<file path="config.mk">
export PLATFORM = sky130hd
export DESIGN_NAME = step_1
export DESIGN_NICKNAME = d
export VERILOG_FILES = /design/src/rtl/step_1.sv
export SDC_FILE = /design/constraint.sdc
export NUM_CORES = 1
export LEC_CHECK = 0
export BUFFER_PORTS_ARGS = -buffer_cell sky130_fd_sc_hd__buf_2
export CELL_PAD_IN_SITES_DETAIL_PLACEMENT = 1
export CELL_PAD_IN_SITES_GLOBAL_PLACEMENT = 2
export CORE_MARGIN = 3
export CORE_UTILIZATION = 29
export CTS_BUF_LIST = sky130_fd_sc_hd__clkbuf_2 sky130_fd_sc_hd__clkbuf_4 sky130_fd_sc_hd__clkbuf_8
export CTS_CLUSTER_SIZE = 16
export DETAILED_ROUTE_END_ITERATION = 8
export MAX_ROUTING_LAYER = met4
export PLACE_DENSITY = 0.81
export RECOVER_POWER = 25
export SLEW_MARGIN = 10
export SYNTH_ARGS = -nofsm -noshare
export SYNTH_HDL_FRONTEND = slang
export SYNTH_SLANG_ARGS = --single-unit
</file>
<file path="constraint.sdc">
create_clock -name clk -period 1.2 [get_ports clk]
set_input_delay 0 -clock clk [delete_from_list [all_inputs] [get_ports clk]]
set_output_delay 0 -clock clk [all_outputs]
set_load 0.005 [all_outputs]
</file>
<file path="src/rtl/step_1.sv">
// Registered two-level carry-lookahead adder: sum = a + b + cin, carry = sum[WIDTH].
// Define STEP_1_IN_REG_EN to register a/b/cin ahead of the CLA (latency 2 instead of 1).
module step_1 #(
    parameter int WIDTH = 8
) (
    input  logic             clk,
    input  logic             rst_n,
    input  logic [WIDTH-1:0] a,
    input  logic [WIDTH-1:0] b,
    input  logic             cin,
    output logic [WIDTH:0]   sum,
    output logic             carry
);

    localparam int NBLK = WIDTH / 4;

    logic [WIDTH-1:0] op_a;
    logic [WIDTH-1:0] op_b;
    logic             op_cin;

`ifdef STEP_1_IN_REG_EN
    logic [WIDTH-1:0] a_q, a_d;
    logic [WIDTH-1:0] b_q, b_d;
    logic             cin_q, cin_d;

    always_comb begin
        a_d   = a;
        b_d   = b;
        cin_d = cin;
    end

    always_ff @(posedge clk or negedge rst_n) begin
        if (!rst_n) begin
            a_q   <= '0;
            b_q   <= '0;
            cin_q <= 1'b0;
        end else begin
            a_q   <= a_d;
            b_q   <= b_d;
            cin_q <= cin_d;
        end
    end

    assign op_a   = a_q;
    assign op_b   = b_q;
    assign op_cin = cin_q;
`else
    assign op_a   = a;
    assign op_b   = b;
    assign op_cin = cin;
`endif

    logic [WIDTH-1:0] g;
    logic [WIDTH-1:0] p;
    logic [WIDTH-1:0] c;
    logic [NBLK-1:0]  blk_g;
    logic [NBLK-1:0]  blk_p;
    logic [NBLK:0]    blk_c;
    logic             term_or;
    logic             prod;
    logic [WIDTH:0]   sum_d, sum_q;
    logic             carry_d, carry_q;

    always_comb begin
        g       = op_a & op_b;
        p       = op_a ^ op_b;
        blk_g   = '0;
        blk_p   = '0;
        blk_c   = '0;
        c       = '0;
        term_or = 1'b0;
        prod    = 1'b0;

        for (int k = 0; k < NBLK; k++) begin
            blk_g[k] = g[k*4+3]
                     | (p[k*4+3] & g[k*4+2])
                     | (p[k*4+3] & p[k*4+2] & g[k*4+1])
                     | (p[k*4+3] & p[k*4+2] & p[k*4+1] & g[k*4]);
            blk_p[k] = &p[k*4 +: 4];
        end

        // Second level: each block carry-in is a flat sum of products over cin and all lower G/P.
        blk_c[0] = op_cin;
        for (int k = 1; k <= NBLK; k++) begin
            term_or = 1'b0;
            for (int j = 0; j < k; j++) begin
                prod = blk_g[j];
                for (int m = j + 1; m < k; m++) begin
                    prod = prod & blk_p[m];
                end
                term_or = term_or | prod;
            end
            prod = op_cin;
            for (int m = 0; m < k; m++) begin
                prod = prod & blk_p[m];
            end
            blk_c[k] = term_or | prod;
        end

        for (int k = 0; k < NBLK; k++) begin
            c[k*4]   = blk_c[k];
            c[k*4+1] = g[k*4] | (p[k*4] & blk_c[k]);
            c[k*4+2] = g[k*4+1]
                     | (p[k*4+1] & g[k*4])
                     | (p[k*4+1] & p[k*4] & blk_c[k]);
            c[k*4+3] = g[k*4+2]
                     | (p[k*4+2] & g[k*4+1])
                     | (p[k*4+2] & p[k*4+1] & g[k*4])
                     | (p[k*4+2] & p[k*4+1] & p[k*4] & blk_c[k]);
        end

        sum_d   = {blk_c[NBLK], p ^ c};
        carry_d = blk_c[NBLK];
    end

    always_ff @(posedge clk or negedge rst_n) begin
        if (!rst_n) begin
            sum_q   <= '0;
            carry_q <= 1'b0;
        end else begin
            sum_q   <= sum_d;
            carry_q <= carry_d;
        end
    end

    assign sum   = sum_q;
    assign carry = carry_q;

endmodule

</file>
* Word-level counts from Yosys, hierarchy flattened
Index checks and enable logic that the tools add are counted.
Cells by class: bitwise logic cells 55, reductions and logical operators 2
Operator list (count):
- $and 1x1->1 | 31
- $or 1x1->1 | 21
- $xor 8x8->8 | 2
- $and 8x8->8 | 1
- $reduce_and 4->1 | 2
Storage, ports and cells: register bits after elaboration 10, input bits 19

* Longest topological paths before layout
Gate-level depths: netlist of the first run.
depth in word-level cells 9, mapped depth 6, depth with buffers taken out 6

* Least setup slack after synthesis of the first run
OpenSTA, ideal clock, no wires.
path type input-to-reg, start point in a[0], end point reg sum_q[5] (netlist: sum[5]), data arrival time 1.366 ns, data required time 1.077 ns, path slack -0.289 ns, stages on the path 6, path through ha_1 a21oi_2 o211ai_2 or2_2 fa_1 xor2_1
On the way: longest elaborated chain between the ends 7, elaborated cells between the ends (all ways) 10, classes of those cells bitwise: 9; reduce/logical: 1
Ends and longest elaborated chain:
- start: declaration | line 8 | input logic [WIDTH-1:0] a,
- $xor 8x8->8 or $and 8x8->8 (tied branches) | line 66, 65
- $reduce_and 4->1 or $and 1x1->1 (tied branches) | line 79, 78
- $and 1x1->1 or $or 1x1->1 (tied branches) | line 95, 78
- $or 1x1->1 * | line 97 | blk_c[k] = term_or | prod;
- $and 1x1->1 * | line 102 | c[k*4+1] = g[k*4] | (p[k*4] & blk_c[k]);
- $or 1x1->1 * | line 102
- $xor 8x8->8 * | line 112 | sum_d = {blk_c[NBLK], p ^ c};
- via sum_d[5] | line 61 | logic [WIDTH:0] sum_d, sum_q;
- end signal: assignment | line 121 | sum_q <= sum_d;
- end: declaration | line 61
Mark *: on every way through the listed nets, which the timed path passes. The rest lies on a longest branch.

* Worst setup path in the final report of the first run
start point in b[0], end point reg sum_q[5] (netlist: sum[5])
On the way: longest elaborated chain between the ends 7, elaborated cells between the ends (all ways) 10, classes of those cells bitwise: 9; reduce/logical: 1
Ends and longest elaborated chain:
- start: declaration | line 9 | input logic [WIDTH-1:0] b,
- $xor 8x8->8 or $and 8x8->8 (tied branches) | line 66, 65
- $reduce_and 4->1 or $and 1x1->1 (tied branches) | line 79, 78
- $and 1x1->1 or $or 1x1->1 (tied branches) | line 95, 78
- $or 1x1->1 * | line 97
- $and 1x1->1 * | line 102
- $or 1x1->1 * | line 102
- $xor 8x8->8 * | line 112
- via sum_d[5] | line 61
Marked as above.

==> flow_summary_export.csv, run 1 <==
group,metric,value,unit
synthesis,synth_warnings,0,
global_route,grt_max_degree,10,
die,fp.coreArea,1764,sq um
clock_network,cts_tree,"yes",
die,start_util,31.42,%
clock_network,root_buffer,"clkbuf_4",
worst_setup_path,slowest_stage,"fa_2",
timing,finalCritPeriodShare,97.83,%
worst_setup_path,path_max_fanout,2,
synthesis,synth_xor_area_share,7.901,%
worst_setup_path,cp_data_required_time,1340,ps
drt,vias,474,
worst_setup_path,worst-path-buf-inv,1,
timing,fin_crit,1174,ps
synthesis,synth-simple-area-share,5.418,%
worst_setup_path,crit_family,"adder cells",
cells_and_area,n_antenna_cell,0,
worst_setup_path,path_class,"in2reg",
synthesis,synth_fp_nets,75,
cells_and_area,fill_cells,220,
timing,rsz0062_at_grt,"yes",
worst_setup_path,cp_slowest_stage_delay,330,ps
cells_and_area,drive_above_1_share,56.47,%
synthesis,synth_compound_area_share,16.03,%
cells_and_area,utilization,50.35,%
drt,first_pass_iters,3,
die,boundaryPins,29,
power_and_ir_drop,leakage,0.4453,nW
worst_setup_path,cp.arrival,1310,ps
global_route,track_usage,12.11,%
cells_and_area,design_area,888.4,sq um
timing,max_freq,851.8,MHz
worst_setup_path,crit_path_start,"b[0]",
placed_design,gp_congestion,0.7115,
synthesis,syn_area,554.3,sq um
clock_network,clockBufferDepth,2,
synthesis,synth_cells,46,
global_route,grt_pass1_wl,2.152,mm
worst_setup_path,cp-endpoint,"sum[5]$_DFF_PN0_",
global_route,grt_pass1_vias,503,
synthesis,synthMuxAreaShare,0,%
drt,routed_wl,1.210,mm
worst_setup_path,path_cells,"buf_8, ha_4, a21oi_4, o211ai_2, or2_4, fa_2, xor2_1",
worst_setup_path,crit_cells,7,
clock_network,cts.sinks,9,
cells_and_area,area_growth,60.27,%
worst_setup_path,worstSetupStartpointType,"input pin",
timing,slew_viol_final,0,
cells_and_area,finalNetCount,115,
power_and_ir_drop,p_per_area,1069,nW/um^2
global_route,antenna_found_initial,0,
synthesis,syn_avg_cell_area,12.05,sq um
global_route,overflow,0,
synthesis,synth_seq_area_share,40.63,%
die,rows,15,
placed_design,dp_hpwl,1.102,mm
timing,setup_viol,0,
timing,slew_headroom,69.28,%
timing,fin_tns_setup,0,ps
drt,postRouteAntennaNets,0,
drt,drc,0,
synthesis,ys_types,21,
placed_design,detailed_place.area,825.8,sq um
worst_setup_path,cp-end-kind,"register",
timing,worst_pin_slew,460.7,ps
drt,drt-initial-drc-count,4,
timing,hold_viol,0,
clock_network,clk_pin_slew_worst_paths,60,ps
synthesis,yosys.area_share.adder,25.28,%
drt,post_drt_wl_per_cell,11.00,microns
die,die_w,49.72,microns
synthesis,synth_top_family_by_area,"adder cells",
power_and_ir_drop,ir_drop,314.7,uV
die,die_area,2472,sq um
die,die_y,49.72,microns
clock_network,cts_setup_buffers,0,
clock_network,numCtsBuffers,3,
placed_design,io_buffers,28,
drt,vias_per_cell,4.309,
clock_network,h-tree-depth,1,
run_status,outcome,"complete, no violations",
synthesis,synth-seq-cells,9,
flow_run,cap_violations,0,
hold_path,hold_class,"in2reg",
[where the power goes]
part           switching [W]  total (W)  internal, W
Sequential         0.0000135   0.000375     0.000362
Clock              0.0000924   0.000242     0.000150
Combinational       0.000143   0.000332     0.000190
Total               0.000249   0.000950     0.000701
[cells in the mapped netlist]
| cell type | count | area share, % |
|---|---|---|
| dfrtp_1 | 9 | 41 |
| ha_1 | 8 | 18 |
| inv_1 | 5 | 3.4 |
| xor2_1 | 3 | 4.7 |
| fa_1 | 2 | 7.2 |
| nand3_1 | 2 | 1.8 |
| or2_2 | 2 | 2.3 |
| xnor2_1 | 2 | 3.2 |
| a211oi_1 | 1 | 1.4 |
| a21o_1 | 1 | 1.4 |
| a21o_2 | 1 | 1.6 |
| a21oi_2 | 1 | 1.6 |
| buf_4 | 1 | 1.4 |
| nand2_1 | 1 | 0.68 |
| nor2_1 | 1 | 0.68 |
| o211ai_2 | 1 | 2.3 |
| o21a_1 | 1 | 1.4 |
| o21bai_1 | 1 | 1.4 |
| o31a_1 | 1 | 1.6 |
| o32ai_1 | 1 | 1.6 |
| o41a_1 | 1 | 2.0 |
[tightest hold or removal path, delay by kind of cell]
kind	cells	cell delay, ps
fa+ha+maj	1	130
compound gates	1	80
buf+inv	1	80
[how the worst min path moves through the flow]
stage / slack [ps] / start / end / depth (start not counted)
after CTS: 60 / b[7] / carry$_DFF_PN0_ / 3
after floorplan: -300 / rst_n / carry$_DFF_PN0_ / 0
after detailed placement: -140 / rst_n / sum[4]$_DFF_PN0_ / 1
final: 70 / b[7] / carry$_DFF_PN0_ / 3
after global routing: 100 / b[7] / sum[7]$_DFF_PN0_ / 3
after global placement: -140 / rst_n / sum[4]$_DFF_PN0_ / 1
[logic make-up (layout without fill, tap and decap cells)]
group | after synthesis | in the layout
fa+ha+maj | 10 | 10
compound gates | 10 | 10
flops | 9 | 9
simple gates | 6 | 6
buf+inv | 6 | 45
xor+xnor | 5 | 5
[layer usage]
metal  vias up  global-route usage, %  wire length [microns]
met2        20                  19.82                    627
met1       215                  12.36                    472
li1        237                      -                      -
met5         -                      -                      0
met4         0                  9.677                     19
met3         2                  2.719                     90
[placed cells by master (no fill, tap or decap), drive strengths merged, types with 2 or more instances in the layout]
master / n
a21o: 2
or2: 2
inv: 5
xnor2: 2
fa: 2
xor2: 3
nand3: 2
ha: 8
buf: 34
dfrtp: 9
clkbuf: 5
[flip-flops by register name (all words and copies together), names as in the netlist]
name / count
sum: 8
carry: 1
[cell type report]
class / count / area, sq um / share of cell area (%)
Inverter: 5 / 18.77 / 2.113
Sequential cell: 9 / 225.2 / 25.35
Tap cell: 25 / 31.28 / 3.521
Multi-Input combinational cell: 31 / 365.4 / 41.13
Timing Repair Buffer: 36 / 217.7 / 24.51
Clock buffer: 4 / 30.03 / 3.380
[timing repair]
action | in CTS | in global routing
setup endpoints to repair | 3 | 4
pin swaps | 0 | 8
hold buffers | 1 | 0
endpoints found under the hold margin | 9 | 0
gates resized for setup | 1 | 5
[stage by stage]
step | worst slack, ps | total power, W | instances | hold WS [ps]
floorplan | -134.3 | 0.0005451 | 46 | -295.6
global placement | -269.7 | 0.0006964 | 105 | -144.9
detailed placement | -287.1 | 0.0007087 | 105 | -141.7
CTS | 9.517 | 0.0009699 | 110 | 56.25
global route | -7.598 | 0.001028 | 110 | 100.1
finish | 26.00 | 0.0009500 | 110 | 65.79
No activity file was read; power rests on OpenSTA's default activity.
==> run 2: changes to the inputs <==
ABC_AREA = 1   (was unset)
CORE_UTILIZATION = 28   (was 29)
PLACE_DENSITY = 0.82   (was 0.81)
SETUP_SLACK_MARGIN = 0.05   (was unset)
==> run 2 against run 1 <==
Cell count is 15% higher; synthesized cell count rose by 41%; combinational power is 9.3% lower; die area increased by 10%; via count up 8.2%; critical path depth rose by 1; total power is 3.4% lower; sequential cell count unchanged; area after synthesis rose by 8.1%; first-iteration DRC count decreased by 75%; highest routed layer unchanged.
==> flow_summary_export.csv, run 2 <==
group,metric,value,unit
run_status,outcome,"complete, no violations",
cells_and_area,most-common-layout-cells,"27 x buf_2, 14 x nand2_1, 12 x inv_1, 9 x dfrtp_1, 7 x ha_1",
hold_path,hold_class,"in2reg",
flow_run,cap_violations,0,
power_and_ir_drop,p_total,0.0009180,W
power_and_ir_drop,ir_drop,395.3,uV
synthesis,synth_seq_area_share,37.58,%
worst_setup_path,path_max_fanout,2,
worst_setup_path,worst-path-buf-inv,1,
die,fp.coreArea,2002,sq um
cells_and_area,utilization,42.25,%
timing,rsz0062_at_grt,"no",
cells_and_area,n_antenna_cell,0,
global_route,overflow,0,
drt,vias_per_cell,4.039,
drt,routed_wl,1.274,mm
drt,postRouteAntennaNets,0,
clock_network,cts_tree,"yes",
synthesis,synth_common_cells,"14 x nand2_1, 12 x inv_1, 9 x dfrtp_1",
die,die_area,2732,sq um
timing,hold_viol,0,
synthesis,ys_types,17,
worst_setup_path,cp_data_required_time,1340,ps
timing,worst_pin_slew,444.8,ps
cells_and_area,drive_above_1_share,45.00,%
global_route,grt_pass1_vias,504,
hold_path,worstHoldEndpoint,"sum[4]$_DFF_PN0_",
worst_setup_path,critPathMostFrequentCell,"nand2_1",
worst_setup_path,cp-end-kind,"register",
timing,finalCritPeriodShare,83.28,%
drt,drt-initial-drc-count,1,
synthesis,synth.top_cell.area_share,37.58,%
synthesis,synth_most_common_cell,"nand2_1",
worst_setup_path,path_cells,"buf_2, ha_1, nand2_1, nand2_1, nand3_2, nand2_2, fa_2, xor2_1",
clock_network,root_buffer,"clkbuf_4",
placed_design,place_inst,122,
timing,max_freq,1001,MHz
worst_setup_path,cp_slowest_stage_delay,340,ps
synthesis,syn_avg_cell_area,9.220,sq um
cells_and_area,area_growth,41.13,%
die,die_w,52.27,microns
cells_and_area,instances_no_fill,127,
timing,fin_crit,999.4,ps
die,die_y,52.27,microns
synthesis,synth_warnings,0,
worst_setup_path,slowest_stage,"fa_2",
hold_path,min_from,"b[4]",
drt,first_pass_iters,4,
global_route,track_usage,10.89,%
global_route,antenna_found_initial,0,
worst_setup_path,path_class,"in2reg",
drt,vias,513,
clock_network,clockBufferDepth,2,
die,boundaryPins,29,
timing,setup_viol,0,
clock_network,cts.sinks,9,
synthesis,syn_area,599.3,sq um
placed_design,dp_hpwl,1.091,mm
timing,slew_viol_final,0,
synthesis,ys_top_cells_by_area,"dfrtp_1 38%, ha_1 17%, nand2_1 8.8%",
drt,drc,0,
placed_design,io_buffers,28,
synthesis,synth-seq-cells,9,
synthesis,synth_flop_cell,"dfrtp_1",
worst_setup_path,cp.arrival,1130,ps
die,rows,16,
synthesis,synth_cells,65,
power_and_ir_drop,leakage,0.4952,nW
synthesis,synth_fp_nets,94,
global_route,grt_pass1_wl,2.049,mm
placed_design,gp_congestion,0.6689,
cells_and_area,final_common_cell,"buf_2",
cells_and_area,largest_reg_flops,8,
synthesis,synth_edf_count,0,
synthesis,yosys.area.top_type,"dfrtp_1",
cells_and_area,design_area,845.8,sq um
drt,post_drt_wl_per_cell,10.03,microns
clock_network,clk_pin_slew_worst_paths,60,ps
hold_path,whs_path_depth,2,
synthesis,async_flop_share,100.0,%
worst_setup_path,worstSetupStartpointType,"input pin",
cells_and_area,fill_cells,256,
clock_network,numCtsBuffers,3,
placed_design,detailed_place.area,807.0,sq um
clock_network,h-tree-depth,1,
worst_setup_path,crit_family,"adder cells",
die,start_util,29.94,%
timing,slew_headroom,70.34,%
cells_and_area,finalNetCount,130,
power_and_ir_drop,p_per_area,1085,nW/um^2
global_route,grt_max_degree,10,
-- run 2: worst max path at each step --
stage / startpoint / endpoint / slack, ps / cells past startpoint
3_3_place_gp: a[0] / sum[5]$_DFF_PN0_ / -40 / 8
2_1_floorplan: a[1] / sum[5]$_DFF_PN0_ / 60 / 7
3_5_place_dp: a[0] / sum[5]$_DFF_PN0_ / -70 / 8
6_report: a[0] / sum[5]$_DFF_PN0_ / 200 / 8
4_1_cts: a[0] / sum[5]$_DFF_PN0_ / 200 / 8
5_1_grt: a[0] / sum[5]$_DFF_PN0_ / 150 / 8
-- run 2: cells by family (layout without fill, tap and decap cells) --
| family | Yosys count | after routing | synth area share, % |
|---|---|---|---|
| adders and majority gates | 10 | 10 | 23.38 |
| AOI/OAI and AO/OA | 5 | 5 | 6.264 |
| and+or+nand+nor | 23 | 23 | 17.54 |
| DFF | 9 | 9 | 37.58 |
| xor gates and xnor gates | 4 | 4 | 5.847 |
| buffers and inverters | 14 | 49 | 9.394 |
-- run 2: power breakdown --
part | total [W] | leakage (nW) | internal [W] | switching (W)
registers | 0.000370 | 0.106 | 0.000358 | 0.0000118
logic | 0.000301 | 0.371 | 0.000149 | 0.000152
clock network | 0.000246 | 0.0184 | 0.000150 | 0.0000963
-- run 2: final cells by class --
class / instances / area, sq um / share of cell area [%]
Timing Repair Buffer: 32 / 171.4 / 20.27
Multi-Input combinational cell: 42 / 336.6 / 39.79
Inverter: 13 / 48.80 / 5.769
Sequential cell: 9 / 225.2 / 26.63
Clock buffer: 4 / 30.03 / 3.550
Tap cell: 27 / 33.78 / 3.994
-- run 2: what timing repair did --
action,in CTS,in global routing
gates resized for setup,0,0
hold endpoints to repair,9,0
buffers inserted,0,0
hold buffers,1,0
-- run 2: routing by layer --
layer | global-route usage [%] | routed length, microns | share of wire (%)
met4 | 7.660 | 10 | 0.78
met1 | 12.26 | 572 | 45
met5 | - | 0 | 0
met2 | 16.74 | 590 | 46
met3 | 2.849 | 100 | 7.8
-- run 2: per-stage QoR --
step | hold WS, ps | setup WS (ps) | TNS, ps
floorplan | -295.6 | 63.11 | 0
finish | 88.28 | 200.6 | 0
detailed placement | -146.0 | -65.69 | -96.17
CTS | 83.08 | 196.1 | 0
global placement | -148.1 | -40.31 | -63.47
global route | 80.23 | 152.2 | 0
==> run 3: changes to the inputs <==
CORE_UTILIZATION = 23   (was 28)
PLACE_DENSITY = 0.71   (was 0.82)
clock period = 0.9 ns   (was 1.2 ns; I/O delays follow)
==> run 3 against run 2 <==
The flow now finishes with violations (negative setup slack); count of clock-buffer cells in the layout unchanged; clock power up 34%; global-route usage down 1.8 points; critical endpoint unchanged; design area up 16%; worst setup slack worse by 220 ps; utilization down 0.38 points; sequential cell count unchanged; die area up 19%; via count up 7.0%; highest routed layer unchanged.
==> flow_summary_export.csv, run 3 (synthesized netlist as in run 2, its figures left out) <==
group,metric,value,unit
drt,first_pass_iters,2,
cells_and_area,final_common_cell,"buf_2",
timing,holdWs,79.96,ps
hold_path,min_from,"b[7]",
timing,setup_viol,2,
power_and_ir_drop,leakage,0.5287,nW
run_status,outcome,"finished with violations",
timing,setup_ws,-17.42,ps
cells_and_area,finalNetCount,134,
cells_and_area,n_antenna_cell,0,
global_route,grt_pass1_vias,561,
timing,rsz0062_at_grt,"yes",
timing,max_freq,1090,MHz
worst_setup_path,cp_data_required_time,1040,ps
clock_network,cts.sinks,9,
timing,hold_viol,0,
worst_setup_path,path_max_fanout,3,
hold_path,whs_path_depth,4,
power_and_ir_drop,power.share.sequential,37.9,%
timing,slew_headroom,69.74,%
drt,vias,549,
clock_network,numCtsBuffers,3,
die,fp.coreArea,2340,sq um
flow_run,cap_violations,0,
power_and_ir_drop,p_total,0.001303,W
drt,drc,0,
power_and_ir_drop,p_clk_share,25.3,%
power_and_ir_drop,switching_power,0.0003682,W
die,die_y,57.05,microns
hold_path,worstHoldEndpoint,"carry$_DFF_PN0_",
timing,slew_viol_final,0,
worst_setup_path,cp.arrival,1050,ps
clock_network,clk_pin_slew_worst_paths,60,ps
power_and_ir_drop,p_comb_share,36.7,%
worst_setup_path,worstSetupStartpointType,"input pin",
global_route,grt_max_degree,10,
die,die_w,57.05,microns
drt,vias_per_cell,4.159,
die,boundaryPins,29,
drt,drt-initial-drc-count,2,
power_and_ir_drop,p_per_area,1330,nW/um^2
cells_and_area,largest_reg_flops,8,
cells_and_area,instances_no_fill,132,
placed_design,dp_hpwl,1.133,mm
cells_and_area,drive_above_1_share,55.77,%
timing,finalCritPeriodShare,101.9,%
die,die_area,3254,sq um
timing,fin_tns_setup,-25.96,ps
clock_network,h-tree-depth,1,
die,rows,17,
worst_setup_path,path_class,"in2reg",
power_and_ir_drop,p_int,0.0009346,W
timing,worst_pin_slew,453.9,ps
clock_network,clockBufferDepth,2,
global_route,track_usage,9.113,%
placed_design,post-place-ws,-367.3,ps
die,start_util,25.61,%
placed_design,place_inst,126,
drt,postRouteAntennaNets,0,
drt,post_drt_wl_per_cell,9.712,microns
drt,routed_wl,1.282,mm
cells_and_area,area_growth,63.47,%
clock_network,cts_tree,"yes",
clock_network,root_buffer,"clkbuf_4",
power_and_ir_drop,switching_share,28.26,%
run_status,violations,"negative setup slack",
global_route,grt_pass1_wl,2.277,mm
worst_setup_path,cp-end-kind,"register",
timing,fin_crit,917.4,ps
hold_path,hold_class,"in2reg",
global_route,antenna_found_initial,0,
placed_design,io_buffers,28,
placed_design,gp_congestion,0.6808,
power_and_ir_drop,ir_drop,680.1,uV
global_route,overflow,0,
cells_and_area,most-common-layout-cells,"21 x buf_2, 11 x inv_1, 11 x nand2_1, 9 x dfrtp_1",
run 3: cell count changes in the layout (fill, tap and decap cells not counted), sizes merged:
cell / previous run / this run
buf: 30 / 34
run 3: timing repair:
| action | CTS | global route |
|---|---|---|
| setup endpoints to repair | 2 | 5 |
| buffers inserted | 1 | 0 |
| gates cloned | 0 | 0 |
| pin swaps | 10 | 0 |
| hold endpoints to repair | 9 | 0 |
| resized for setup | 11 | 2 |
| hold buffers | 1 | 0 |
run 3: power by group through the flow:
stage	Sequential [W]	Combinational, W	Clock (W)
CTS	0.000495	0.000483	0.000347
floorplan	0.000518	0.000219	0
detailed placement	0.000503	0.000446	0
finish	0.000494	0.000478	0.000330
global route	0.000501	0.000547	0.000370
global placement	0.000502	0.000432	0
run 3: worst max path at each step:
stage          from          endpoint  slack [ps]  cells after the start
3_5_place_dp   a[0]  sum[5]$_DFF_PN0_        -370                      8
3_3_place_gp   a[0]  sum[5]$_DFF_PN0_        -330                      8
2_1_floorplan  a[0]  sum[5]$_DFF_PN0_        -190                      7
6_report       b[3]  sum[5]$_DFF_PN0_         -20                      6
4_1_cts        b[3]  sum[5]$_DFF_PN0_         -20                      6
5_1_grt        b[3]  sum[5]$_DFF_PN0_         -70                      6
run 3: metal layers:
metal / vias to the layer above / track usage (%) / routed length, microns
met4: 0 / 4.967 / 26
li1: 275 / - / -
met2: 22 / 13.87 / 580
met3: 4 / 1.810 / 110
met5: - / - / 0
met1: 248 / 11.26 / 564
run 3: layout make-up:
| type | instances | area (sq um) |
|---|---|---|
| fill | 297 | 1360 |
| clock buffer | 4 | 30.03 |
| sequential | 9 | 225.2 |
| multi-input combinational | 42 | 401.6 |
| tap | 28 | 35.03 |
| timing repair buffer | 36 | 239.0 |
| inverter | 13 | 48.80 |
run 3: worst max-delay path: stages:
cell and delay (ps):
buf_6 100, ha_4 240, a21oi_2 160, nand2_2 80, fa_2 330, xor2_1 150
run 3: through the flow:
step,instance area (sq um),utilization [%]
final,979.7,41.87
after global routing,979.7,41.87
after CTS,969.7,41.44
after detailed placement,880.8,37.65
after global placement,880.8,37.65
after floorplan,668.1,-
